$ cat src/rtl/deser_1b_128.sv
// ---------------------------------------------------------------------------
// deser_1b_128
//   Serial-to-parallel deserializer. Collects a 1-bit val/rdy stream,
//   LSB-first, into an NBITS-wide word. The word is then held on a val/rdy
//   output until the consumer takes it.
//
//   Ports
//     clk      : clock, all state updates on the rising edge
//     reset    : asynchronous, active-low reset
//     in_val   : serial bit valid
//     in_rdy   : serial bit ready (1 while filling, follows out_rdy when full)
//     in_      : serial data bit
//     out_val  : assembled word valid
//     out_rdy  : assembled word ready
//     out      : assembled word, bit k = k-th bit received for that word
//     idx      : next bit position to be written (status/debug)
//
//   NBITS must be at least 2.
// ---------------------------------------------------------------------------
module deser_1b_128 #(
  parameter int NBITS = 128
) (
  input  logic                     clk,
  input  logic                     reset,
  input  logic                     in_val,
  output logic                     in_rdy,
  input  logic                     in_,
  output logic                     out_val,
  input  logic                     out_rdy,
  output logic [NBITS-1:0]         out,
  output logic [$clog2(NBITS)-1:0] idx
);

  localparam int             IW       = $clog2(NBITS);
  localparam logic [IW-1:0]  LAST_IDX = IW'(NBITS - 1);

  typedef enum logic {
    ST_FILL = 1'b0,
    ST_FULL = 1'b1
  } state_t;

  state_t           r_state;
  state_t           w_next_state;
  logic [IW-1:0]    r_idx;
  logic [IW-1:0]    w_next_idx;
  logic [NBITS-1:0] r_out;
  logic             w_in_fire;

  // Next-state and handshake outputs. Outputs depend only on state and
  // out_rdy, so in_val/in_ never reach an output combinationally.
  always_comb begin
    // NOTE: every signal written here gets a default first so no path
    // leaves it unassigned, which would otherwise infer a latch.
    w_next_state = r_state;
    w_next_idx   = r_idx;
    in_rdy       = 1'b1;
    out_val      = 1'b0;

    unique case (r_state)
      ST_FILL: begin
        if (in_val) begin
          if (r_idx == LAST_IDX) begin
            w_next_idx   = '0;
            w_next_state = ST_FULL;
          end else begin
            w_next_idx = r_idx + IW'(1);
          end
        end
      end

      ST_FULL: begin
        out_val = 1'b1;
        in_rdy  = out_rdy;
        if (out_rdy) begin
          // Word leaves this edge. A bit arriving on the same edge becomes
          // bit 0 of the next word, so a continuous stream has no bubble.
          w_next_state = ST_FILL;
          w_next_idx   = in_val ? IW'(1) : '0;
        end
      end

      default: begin
        w_next_state = ST_FILL;
        w_next_idx   = '0;
      end
    endcase
  end

  assign w_in_fire = in_val & in_rdy;

  // r_idx is always 0 in FULL, so an accepted bit in FULL lands in bit 0.
  always_ff @(posedge clk or negedge reset) begin
    if (!reset) begin
      r_state <= ST_FILL;
      r_idx   <= '0;
      // NOTE: the word register is wide but still reset, because out must
      // read zero immediately while reset is asserted.
      r_out   <= '0;
    end else begin
      // NOTE: state registers use non-blocking assignments so every flop
      // samples pre-edge values regardless of statement order.
      r_state <= w_next_state;
      r_idx   <= w_next_idx;
      if (w_in_fire) begin
        r_out[r_idx] <= in_;
      end
    end
  end

  assign out = r_out;
  assign idx = r_idx;

endmodule

$ cat config.mk
export PLATFORM = sky130hd
export DESIGN_NAME = deser_1b_128
export DESIGN_NICKNAME = d
export VERILOG_FILES = /design/src/rtl/deser_1b_128.sv
export SDC_FILE = /design/constraint.sdc
export NUM_CORES = 1
export LEC_CHECK = 0
export CAP_MARGIN = 20
export CORE_AREA = 2 2 135 98
export CTS_CLUSTER_SIZE = 24
export DETAILED_ROUTE_END_ITERATION = 7
export DIE_AREA = 0 0 137 100
export GPL_ROUTABILITY_DRIVEN = 0
export PLACE_DENSITY = 0.79
export SLEW_MARGIN = 20
export SYNTH_ARGS = -nofsm -noshare
export SYNTH_HDL_FRONTEND = slang
export SYNTH_SLANG_ARGS = --single-unit
$ cat constraint.sdc
create_clock -name clk -period 2.4 [get_ports clk]
set_input_delay 0.48 -clock clk [delete_from_list [all_inputs] [get_ports clk]]
set_output_delay 0.48 -clock clk [all_outputs]
set_load 0.02 [all_outputs]
==> results.md, run 1 <==
* Routed wire length at around 16000 um
* Final hold slack at 0.0434 ns
* HP Class: in2async
* Placed standard-cell area at 7580 um2
* PortBufs at around 140
* Final Non-Filler Cells at 820
* Worst-Skew Late Latency at 0.41 ns
* Initial Util at between 40% and 50%
* CTS Buf Count at 17
* Crit path capture type: output pin
* Die Wd at between 100 and 150 um
* Initial DRC count at 275
* FF-to-FF path depth at 4
* Ys flop type: dfrtp_1
* Status: finished, final reports clean
* Max Root-Sink Buffers at 2
* Design Power at approximately 7.8 mW
* Worst R2R Start: idx[2]
* Synth unique cells at 41
* Most common library cell in the layout ignoring fill and taps: clkdlybuf4s50_1
* Detailed placement HPWL at roughly 11000 um
* Global-route wire length before repair at 25000 um
* Worst-Margin Slew at around 0.57 ns
* Register area at 3400 um2
* Synth area leaders: dfrtp_1 (56%), mux2_2 (20%), nor2_1 (7.7%), mux2_1 (3.3%), nand2_1 (1.6%)
* Core Util, Final at between 60% and 70%
* Vias per Instance at 5.25
* Internal Power at 5.28 mW
* Final setup fails at 0
* Mapped cell area at 6060 um2
* FP Rows at 35
* Leak at 3.63 nW
* Peak supply drop at around 550 uV
* Tmin final at ~2.3 ns
* Worst Path Arrival at ~1.8 ns
* Area grow syn2layout at 35.5%
* Total negative slack at 0 ns
* DP Worst Slack at 0.0949 ns
* Gate power share at 27.7%
* Synthesis-stage register bit count at 136
* Asr flop ratio synth at 100%
* Reg-to-Reg End: out[115]
* Net switching power at approximately 2.5 mW
* First-pass DRT Iterations at 4
* Layout cells sized above 1 at between 20% and 30%
* Most frequent cells in the layout: clkdlybuf4s50_1 (139), dfrtp_1 (135), nor2_1 (125), mux2_2 (110), nand2_1 (26)
* Critical Path Source Type: flop
* Power density over the cells at about 950 nW/um2
* Switch share at 32.0%
* Io pins at 142
* Setup ws final at between 0.08 and 0.09 ns
* Final nets at 648
* Synth Warn # at 0
* Fmax at between 0.4 and 0.5 GHz
* Die area at about 14000 um2
* Post-DRT Antenna Nets at 0
* Avg Synthesized Cell Area at 12.1 um2
* Post-Syn Nets at 508
* Tcrit/Tclk final at 96.5%
* Mapped Cells at 502
* Rel. slew slack at 62.1%
* Pins Over Slew Limit at 0
* Final Hold Fails at 0
* Htree depth at 4
* Fillers at between 900 and 1000
* Worst-path clk slew at approximately 0.060 ns
* Flop-to-flop setup slack at around 0.40 ns
* Vias in the first global route at 4424
* GRT Overall Usage at 24.4%
* Worst EP required at 1.92 ns
* Core area at ~13000 um2
* Final Cell Area at 8210 um2
* Clock root cell: clkbuf_16
* Initial antenna violation count at 0
* Setup CP Type: reg2out
* Multi-input gate area at 2460 um2
* Worst Skew at ~0.0051 ns
* CTS tree: built
* Reported max-cap violation count at 0
* Pin count of the biggest net entering global routing at 129
* Diodes inserted at 0
* # DRC at 0
* GR Overflow Total at 0
* RSZ-0062 raised after global routing: no
* Flop pwr share at 38.0%
* Total number of vias at 4302
* Worst Path Max Fanout at 12
* Post-synthesis sequential area ratio at 56.2%
* Clk sinks at 136
* Die Y at approximately 100 um
* Top-area cell type share of the netlist area at 56.2%
* Number of synthesized flops with an enable pin at 0
* Routed WL per cell at 19.5 um
* Clock power share at 34.3%
* Post-synth top area cell: dfrtp_1
* Placed Cells at around 790
worst max-delay path, cell delays in order (launching register included):
cell and delay (ns):
dfrtp_2 0.49, nor2b_2 0.21, inv_4 0.10, clkdlybuf4s50_1 0.63
cell families after synthesis:
kind of cell | Yosys count | share of synthesized area [%]
simple gates | 188 | 14.7
flops | 136 | 56.2
mux | 129 | 24.0
buf+inv | 33 | 3.28
compound gates | 12 | 1.22
xor+xnor | 3 | 0.434
fa+ha+maj | 1 | 0.206
cell type report:
class,instances,area share [%]
Clock inverter,12,1.83
Sequential cell,136,41.5
Inverter,1,0.0762
Timing Repair Buffer,153,18.7
Tap cell,166,2.53
Clock buffer,19,5.52
Multi-Input combinational cell,333,29.9
worst max-delay path by stage:
stage	from	depth (start not counted)	to
detailed placement	out_rdy	4	in_rdy
finish	r_state	3	in_rdy
CTS	r_state	3	in_rdy
global placement	out_rdy	4	in_rdy
global route	r_state	3	in_rdy
floorplan	idx[1]	6	out[45]
state kept, by name, summed over array words and instances (netlist names):
name / count
out: 128
idx: 7
r_state: 1
power by group through the flow:
stage	Combinational (mW)	Clock [mW]	Sequential, mW
floorplan	0.812	0	3.28
global placement	2.10	0	2.97
detailed placement	2.15	0	2.99
CTS	2.16	2.70	2.95
global route	2.28	2.81	3.00
finish	2.15	2.67	2.95
layer usage:
| layer | part of all wire [%] | GRT usage (%) | up-vias |
|---|---|---|---|
| li1 | - | - | 1976 |
| met1 | 44 | 32.6 | 2195 |
| met2 | 47 | 38.0 | 117 |
| met3 | 7.5 | 8.54 | 14 |
| met4 | 0.93 | 6.98 | 0 |
| met5 | 0 | 0 | - |
synthesized netlist by cell type (2+ instances only):
cell	n
and3_1	2
o21ai_0	6
buf_6	3
nand3_1	5
buf_2	6
nor2b_1	6
mux2_2	110
nand3_4	4
and2b_1	2
nor3_1	2
buf_4	7
nand2_1	26
xor2_1	3
a21oi_1	2
dfrtp_1	136
nor2_1	125
mux2_1	18
nand3_2	2
clkbuf_1	15
timing repair:
item | CTS | global route
buffers inserted | 0 | 0
resized for setup | 1 | 0
endpoints found under the setup margin | 1 | 0
hold buffers | 0 | 0
(Power assumes the default switching activity.)
==> run 2: changes to the inputs <==
--- a/config.mk
+++ b/config.mk
@@ -7,6 +7,7 @@
 export LEC_CHECK = 0
 export CAP_MARGIN = 20
 export CORE_AREA = 2 2 135 98
+export CTS_CLUSTER_DIAMETER = 100
 export CTS_CLUSTER_SIZE = 24
 export DETAILED_ROUTE_END_ITERATION = 7
 export DIE_AREA = 0 0 137 100
==> results of run 2 <==
No change in the layout: final DEF, timing and power equal those of run 1.
==> run 3: changes to the inputs <==
--- a/config.mk
+++ b/config.mk
@@ -6,13 +6,14 @@
 export NUM_CORES = 1
 export LEC_CHECK = 0
 export CAP_MARGIN = 20
-export CORE_AREA = 2 2 135 98
+export CORE_AREA = 2 2 129 93
 export CTS_CLUSTER_DIAMETER = 100
 export CTS_CLUSTER_SIZE = 24
 export DETAILED_ROUTE_END_ITERATION = 7
-export DIE_AREA = 0 0 137 100
+export DIE_AREA = 0 0 131 95
+export DONT_BUFFER_PORTS = 1
 export GPL_ROUTABILITY_DRIVEN = 0
-export PLACE_DENSITY = 0.79
+export PLACE_DENSITY_LB_ADDON = 0.15
 export SLEW_MARGIN = 20
 export SYNTH_ARGS = -nofsm -noshare
 export SYNTH_HDL_FRONTEND = slang
==> results.md, run 3 (synthesized netlist as in run 1, its figures left out) <==
* Status: finished, violations left
* Failing checks: negative hold slack
* Global-route wire length before repair at ~22000 um
* Initial DRC count at 217
* Peak supply drop at 651 uV
* Routed WL per cell at about 21 um
* Clock power share at 40.7%
* Initial antenna violation count at 0
* Setup CP Type: reg2reg
* Clk sinks at 136
* Final Cell Area at 6820 um2
* Final nets at between 500 and 600
* Most common library cell in the layout ignoring fill and taps: dfrtp_1
* Die area at approximately 12000 um2
* Tcrit/Tclk final at 85.6%
* Worst-path clk slew at about 0.06 ns
* Worst EP required at 2.70 ns
* Routed wire length at 14200 um
* Reported max-cap violation count at 0
* Leak at around 3.2 nW
* Max FFs per register at between 100 and 150
* Net switching power at about 2.3 mW
* Vias in the first global route at 3844
* Total negative slack at 0 ns
* Total number of vias at 3796
* Layout cells sized above 1 at 31.9%
* GRT Overall Usage at 24.0%
* Worst-Margin Slew at ~0.57 ns
* Fmax at 0.487 GHz
* Initial Util at approximately 53%
* HP Class: in2async
* Rel. slew slack at 62.0%
* Die Y at 95 um
* Clock root cell: clkbuf_16
* Flop pwr share at 45.6%
* Gate power share at 13.7%
* GR Overflow Total at 0
* Power density over the cells at 1090 nW/um2
* Htree depth at 4
* Worst Path Max Fanout at 15
* First-pass DRT Iterations at 4
* Placed standard-cell area at 6140 um2
* Final setup fails at 0
* Core area at between 10000 and 15000 um2
* Critical Path Source Type: flop
* # DRC at 0
* Max Root-Sink Buffers at 2
* Tmin final at 2.05 ns
* Fillers at 930
* Io pins at 142
* Pins Over Slew Limit at 0
* Final hold slack at -0.240 ns
* Worst-Skew Late Latency at slightly above 0.4 ns
* RSZ-0062 raised after global routing: no
* Final Hold Fails at 136
* Area grow syn2layout at 12.6%
* CTS Buf Count at 17
* Switch share at a little under a third
* Internal Power at between 5 and 6 mW
* Vias per Instance at about 5.7
* Design Power at 7.41 mW
* Post-DRT Antenna Nets at 0
* CTS tree: built
* Diodes inserted at 0
* PortBufs at 0
* Pin count of the biggest net entering global routing at 137
* Worst Skew at 0.0107 ns
* Die Wd at 131 um
* Most frequent cells in the layout: dfrtp_1 (136), nor2_1 (125), mux2_2 (110), nand2_1 (26), mux2_1 (18)
* Core Util, Final at 60.1%
* FP Rows at 33
* Worst Path Arrival at 2.35 ns
* Detailed placement HPWL at 9120 um
* Crit path capture type: flop
-- run 3: worst max-delay path: stages, from the launching register on --
cell and delay, ns:
dfrtp_1 0.60, and2_2 0.36, nand3_2 0.37, nor2_1 0.25
mux2_2 0.35
-- run 3: layout make-up --
| type | count | area, um2 | share of cell area (%) |
|---|---|---|---|
| Clock inverter | 12 | 249 | 3.65 |
| Tap cell | 157 | 196 | 2.88 |
| Timing Repair Buffer | 10 | 75.1 | 1.10 |
| Clock buffer | 19 | 433 | 6.35 |
| Inverter | 1 | 6.26 | 0.0917 |
| Multi-Input combinational cell | 333 | 2460 | 36.0 |
| Sequential cell | 136 | 3400 | 49.9 |
-- run 3: power by group through the flow --
stage               logic, mW  registers, mW  clock network (mW)
finish                   1.01           3.38                3.01
global placement        0.985           3.40                   0
detailed placement       1.01           3.42                   0
global route             1.12           3.43                3.17
floorplan               0.812           3.28                   0
CTS                      1.02           3.39                3.06
-- run 3: stage by stage --
step	setup slack, ns	std cells	hold WS, ns
6_report	0.347	668	-0.240
5_1_grt	0.184	668	-0.259
4_1_cts	0.345	668	-0.253
3_5_place_dp	0.381	637	0.187
3_3_place_gp	0.409	637	0.187
2_1_floorplan	0.605	502	0.184
-- run 3: worst paths after layout --
path                              start       end  slack [ns]  cells past startpoint
worst max-delay path             idx[0]  out[117]        0.35                      4
worst min-delay path              reset   out[10]       -0.24                      0
worst max register to register   idx[0]  out[117]        0.35                      4
worst min register to register  out[59]   out[59]        0.65                      1
max in group asynchronous         reset  out[103]        2.31                      0
min in group clk                    in_   out[58]        0.21                      1
-- run 3: layer usage --
metal	wire length (um)	up-vias	GRT usage [%]
met5	0	-	0
li1	-	1691	-
met3	1290	14	10.3
met1	6280	1980	31.7
met4	178	0	7.36
met2	6470	111	35.8
-- run 3: repair_timing --
action                    in CTS  in global routing
buffers inserted               0                  0
hold endpoints to repair     136                136
gates resized for setup        0                  0
